File: config.mk
export PLATFORM = sky130hd
export DESIGN_NAME = magic_subtractor
export DESIGN_NICKNAME = d
export VERILOG_FILES = /design/src/rtl/magic_subtractor.sv
export SDC_FILE = /design/constraint.sdc
export NUM_CORES = 1
export LEC_CHECK = 0
export ABC_AREA = 1
export CORE_MARGIN = 5
export CORE_UTILIZATION = 35
export CTS_CLUSTER_SIZE = 25
export DETAILED_ROUTE_END_ITERATION = 8
export GPL_TIMING_DRIVEN = 0
export PLACE_DENSITY_LB_ADDON = 0.1
export SLEW_MARGIN = 0
export SYNTH_ARGS = -nofsm -noshare
export SYNTH_HDL_FRONTEND = slang
export SYNTH_SLANG_ARGS = --single-unit
File: constraint.sdc
create_clock -name clk -period 4.5 [get_ports clk]
set_input_delay 0.9 -clock clk [delete_from_list [all_inputs] [get_ports clk]]
set_output_delay 0.9 -clock clk [all_outputs]
set_load 0.005 [all_outputs]
File: src/rtl/magic_subtractor.sv
// Purpose : recovers the unknown operand of a gray/binary magic adder (diff = sum - a)
// Latency : 2 cycles from input presentation to out_valid (two register stages)
// Backpressure: valid/ready both sides; in_ready = !v1 || S2 loads, combinational from out_ready only
//
// Ports:
//   clk, rst_n            rising-edge clock, asynchronous active-low reset
//   in_valid/in_ready     input handshake for {sum, a, is_gray}
//   sum [W:0], a [W-1:0]  operands, both gray-coded when is_gray = 1
//   out_valid/out_ready   output handshake for {diff, err, out_is_gray}
//   diff [W-1:0]          recovered operand in the beat's code; 0 when err
//   err                   result below 0 or above 2^W-1
//   err_count [7:0]       saturating count of err beats transferred out
//
// Optional feature macro: MAGIC_SUB_ERRCNT_EN (builds the error counter; otherwise err_count = 0)

module magic_subtractor #(
  parameter int W = 3
) (
  input  logic         clk,
  input  logic         rst_n,
  input  logic         in_valid,
  output logic         in_ready,
  input  logic [W:0]   sum,
  input  logic [W-1:0] a,
  input  logic         is_gray,
  output logic         out_valid,
  input  logic         out_ready,
  output logic [W-1:0] diff,
  output logic         out_is_gray,
  output logic         err,
  output logic [7:0]   err_count
);

  // Gray decode: b[msb] = g[msb], each lower bit folds in the decoded bit above it.
  function automatic logic [W:0] sum_to_bin(input logic [W:0] g);
    logic [W:0] b;
    b[W] = g[W];
    for (int i = W - 1; i >= 0; i--) begin
      b[i] = b[i+1] ^ g[i];
    end
    return b;
  endfunction

  function automatic logic [W-1:0] op_to_bin(input logic [W-1:0] g);
    logic [W-1:0] b;
    b[W-1] = g[W-1];
    for (int i = W - 2; i >= 0; i--) begin
      b[i] = b[i+1] ^ g[i];
    end
    return b;
  endfunction

  // Stage 1: decoded operands
  logic         s1_vld;
  logic [W:0]   s1_sum;
  logic [W-1:0] s1_a;
  logic         s1_gray;

  // Stage 2: result register, drives the outputs directly
  logic         s2_vld;
  logic [W-1:0] s2_diff;
  logic         s2_err;
  logic         s2_gray;

  logic         s2_load;
  logic         s1_load;

  assign s2_load  = !s2_vld || out_ready;
  assign s1_load  = !s1_vld || s2_load;
  assign in_ready = s1_load;

  // Subtraction at W+2 bits so both underflow and overflow are visible.
  logic [W+1:0] d_full;
  logic [W-1:0] d_lo;
  logic [W-1:0] d_enc;
  logic         d_err;

  assign d_full = {1'b0, s1_sum} - {2'b00, s1_a};
  assign d_lo   = d_full[W-1:0];
  assign d_enc  = s1_gray ? (d_lo ^ (d_lo >> 1)) : d_lo;
  // Sign bit set means d < 0; bit W set on a non-negative d means d > 2^W-1.
  assign d_err  = d_full[W+1] | d_full[W];

  always_ff @(posedge clk or negedge rst_n) begin
    if (!rst_n) begin
      s1_vld  <= 1'b0;
      s1_sum  <= '0;
      s1_a    <= '0;
      s1_gray <= 1'b0;
    end else if (s1_load) begin
      s1_vld <= in_valid;
      if (in_valid) begin
        s1_sum  <= is_gray ? sum_to_bin(sum) : sum;
        s1_a    <= is_gray ? op_to_bin(a) : a;
        s1_gray <= is_gray;
      end
    end
  end

  // Result data only moves when a real beat arrives, so a held beat never changes.
  always_ff @(posedge clk or negedge rst_n) begin
    if (!rst_n) begin
      s2_vld  <= 1'b0;
      s2_diff <= '0;
      s2_err  <= 1'b0;
      s2_gray <= 1'b0;
    end else if (s2_load) begin
      s2_vld <= s1_vld;
      if (s1_vld) begin
        s2_diff <= d_err ? '0 : d_enc;
        s2_err  <= d_err;
        s2_gray <= s1_gray;
      end
    end
  end

  assign out_valid   = s2_vld;
  assign diff        = s2_diff;
  assign err         = s2_err;
  assign out_is_gray = s2_gray;

`ifdef MAGIC_SUB_ERRCNT_EN
  logic [7:0] err_cnt_q;

  always_ff @(posedge clk or negedge rst_n) begin
    if (!rst_n) begin
      err_cnt_q <= 8'd0;
    end else if (s2_vld && out_ready && s2_err && (err_cnt_q != 8'd255)) begin
      err_cnt_q <= err_cnt_q + 8'd1;
    end
  end

  assign err_count = err_cnt_q;
`else
  assign err_count = 8'd0;
`endif

endmodule

==> metrics.txt <==
Placed Cells=between 150 and 200; Routed Antenna Nets=0; Hold WC Path Type=reg -> reg; cell taking the most area after synthesis=dfrtp_1; Routed WL=1730 um; layout cells sized above 1=15.3%; Avg Synthesized Cell Area=7.87 sq um; Setup WS post-layout=1.57 ns; Power Total=0.449 mW; RSZ-0062 raised after global routing=no; Clock Latency Late Sink=about 0.29 ns; port bufs=18; Placement Cell Area=0.00120 sq mm; Worst path max stage delay=around 0.50 ns; Yosys top cell area share=39.4%; Root Buffer Master=clkbuf_4; Tot GR Track Use=9.92%; Core Footprint=around 0.0027 sq mm; Cell Pwr Density=around 370 mW/mm^2; Worst path most repeated cell=clkdlybuf4s50_1; max-slew violation count=0; largest net degree at the start of global routing=16; wire length per cell=about 9.6 um; I/O pin total=27; Final Cycle Share=around two thirds; CP Launch Type=primary input; Stages on worst setup path=4; first-pass iteration count of the detailed router=4; first-pass GRT wire length=between 3000 and 4000 um; Final #Nets=between 150 and 200; Ys Warns=0; Final setup viols=0; worst relative slew slack=54.4%; DIE HEIGHT=about 62 um; CP delay by family, top=buffers and inverters; Setup CP Type=in -> out; Diodes inserted=0; worst slack at placement=about 1.6 ns; Worst VDD drop=approximately 0.00021 V; num rows=19; Worst Path Max Fanout=3; DP HPWL=1390 um; number of distinct library cells after synthesis=24; Arr. time, crit path=2.03 ns; Max Cap Viol=0; Clock Sinks=15; Setup Total Neg Slack=0 ns; Worst Clk Skew=between 0.001 and 0.0015 ns; Post-Syn Area=roughly 950 sq um; post-CTS resize count=0; Hold Violations, Final=0; die area=~0.0039 sq mm; FF-to-FF path depth=10; Seq/Total Area, Yosys=about two fifths; Worst-Margin Slew=0.681 ns; worst endpoint required time=3.60 ns; Non-Filler Instances=181; # DRC=0; TritonCTS buffer count=3; status=finished, final reports clean; CP endpoint kind=output port; Hold-fix buffers, CTS=0; f_max=~340 MHz; Clock Tree Buf Depth=2; r2r setup slk=roughly 2.9 ns; cells along the critical path=clkdlybuf4s50_1 > inv_1 > nand3_4 > clkdlybuf4s50_1; register bit total from synthesis=15; post-synthesis cell count=121; Overflow after GRT=0; # Post-CTS Setup Buffers=0; Starting DRT DRC Count=30; DR vias/cell=4.29; Initial Utilization=35.4%; number of global-route vias before repair=around 770; Die X=62.2 um; initial antenna violation count=0; synth top area cells=dfrtp_1, nand2_1, inv_1, buf_4, ha_1; Clk pin slew, worst setup/hold paths=about 0.09 ns; buffers plus inverters on the worst setup path=3; design area=around 0.0012 sq mm; TritonCTS clock tree=done; GPL Wtd Cong=between 0.7 and 0.8; crit path from=out_ready; static leakage=approximately 0.65 nW; FF-to-FF Start=s1_sum[0]; H-tree levels=1; Worst path slowest cell=clkdlybuf4s50_1; reg2reg end=diff[1]; Worst Setup EP=in_ready; Vias=a little under 800; Period minus WS final=~3 ns; area delta synth->final=28.5%
-- report_power, final --
part | internal, mW | switching [mW] | leakage (nW)
Sequential | 0.166 | 0.0206 | 0.182
Combinational | 0.0966 | 0.0864 | 0.458
Clock | 0.0345 | 0.0446 | 0.0150
-- synth_stat cells (all sizes together) --
cell	number
o21bai	1
nand4	2
buf	9
o21ai	7
fa	1
nand3b	1
conb	1
nor2	4
inv	20
ha	3
nand2	41
a21oi	6
xnor2	1
dfrtp	15
nand3	9
-- worst min-delay path by stage --
stage	start	end	slack [ns]	depth (start not counted)
2_1_floorplan	s1_a[2]	s1_a[2]	0.45	2
3_3_place_gp	diff[1]	diff[1]	0.47	2
3_5_place_dp	diff[2]	diff[2]	0.47	2
4_1_cts	diff[2]	diff[2]	0.49	2
5_1_grt	diff[1]	diff[1]	0.52	2
6_report	diff[0]	diff[0]	0.49	2
-- flip-flops by register name, indices dropped and copies added, names as in the netlist --
name	cells
s1_sum	4
diff	3
s1_a	3
err	1
out_is_gray	1
out_valid	1
s1_gray	1
s1_vld	1
-- cell families after synthesis --
| logic type | count (synthesis) | synth area share (%) |
|---|---|---|
| fa+ha+maj | 4 | 6.05 |
| flops | 15 | 39.4 |
| xor+xnor | 1 | 0.920 |
| buf+inv | 29 | 15.8 |
| simple gates | 57 | 28.3 |
| compound gates | 14 | 9.20 |
| other cells | 1 | 0.394 |
-- routing by layer --
| layer | wire length (um) | vias up | global-route usage, % |
|---|---|---|---|
| met5 | 0 | - | 0 |
| met4 | 56 | 0 | 7.32 |
| met3 | 85 | 5 | 1.98 |
| met2 | 787 | 19 | 15.8 |
| met1 | 800 | 331 | 11.7 |
| li1 | - | 422 | - |
-- cells in the final DEF (no fill, tap or decap) --
cell and instances:
nand2_1 39, inv_1 18, clkdlybuf4s50_1 18, dfrtp_1 15
buf_4 8, conb_1 8, nand3_1 7, o21ai_0 6
a21oi_2 4, nor2_1 3, ha_1 3, clkbuf_4 3
nand4_1 2, inv_2 2, a21oi_1 2, nand3_4 1
nand2_4 1, buf_8 1, o21bai_1 1, xnor2_1 1
nand3b_1 1, nor2_4 1, nand2_2 1, nand3_2 1
o21ai_1 1, fa_1 1, clkbuf_1 1
-- final cells by class --
type | instances | area (sq um)
sequential | 15 | 375
tap | 31 | 38.8
timing repair buffer | 18 | 180
multi-input combinational | 84 | 453
inverter | 20 | 75.1
clock buffer | 4 | 26.3
buffer | 9 | 75.1
fill | 271 | 1460
-- metrics by stage --
stage                     utilization, %  hold WS (ns)
after floorplan                        -         0.453
after global placement              44.6         0.466
after detailed placement            44.6         0.466
after CTS                           45.6         0.490
after global routing                45.6         0.521
final                               45.6         0.488
-- worst register-to-register path, delay by kind of cell (launching register included) --
| kind | cells | cell delay (ns) |
|---|---|---|
| and+or+nand+nor | 5 | 0.43 |
| adders and majority gates | 2 | 0.52 |
| AOI/OAI and AO/OA | 1 | 0.07 |
| buffers and inverters | 2 | 0.11 |
| DFF | 1 | 0.39 |
Note: power is estimated with default switching activity, not from simulation.
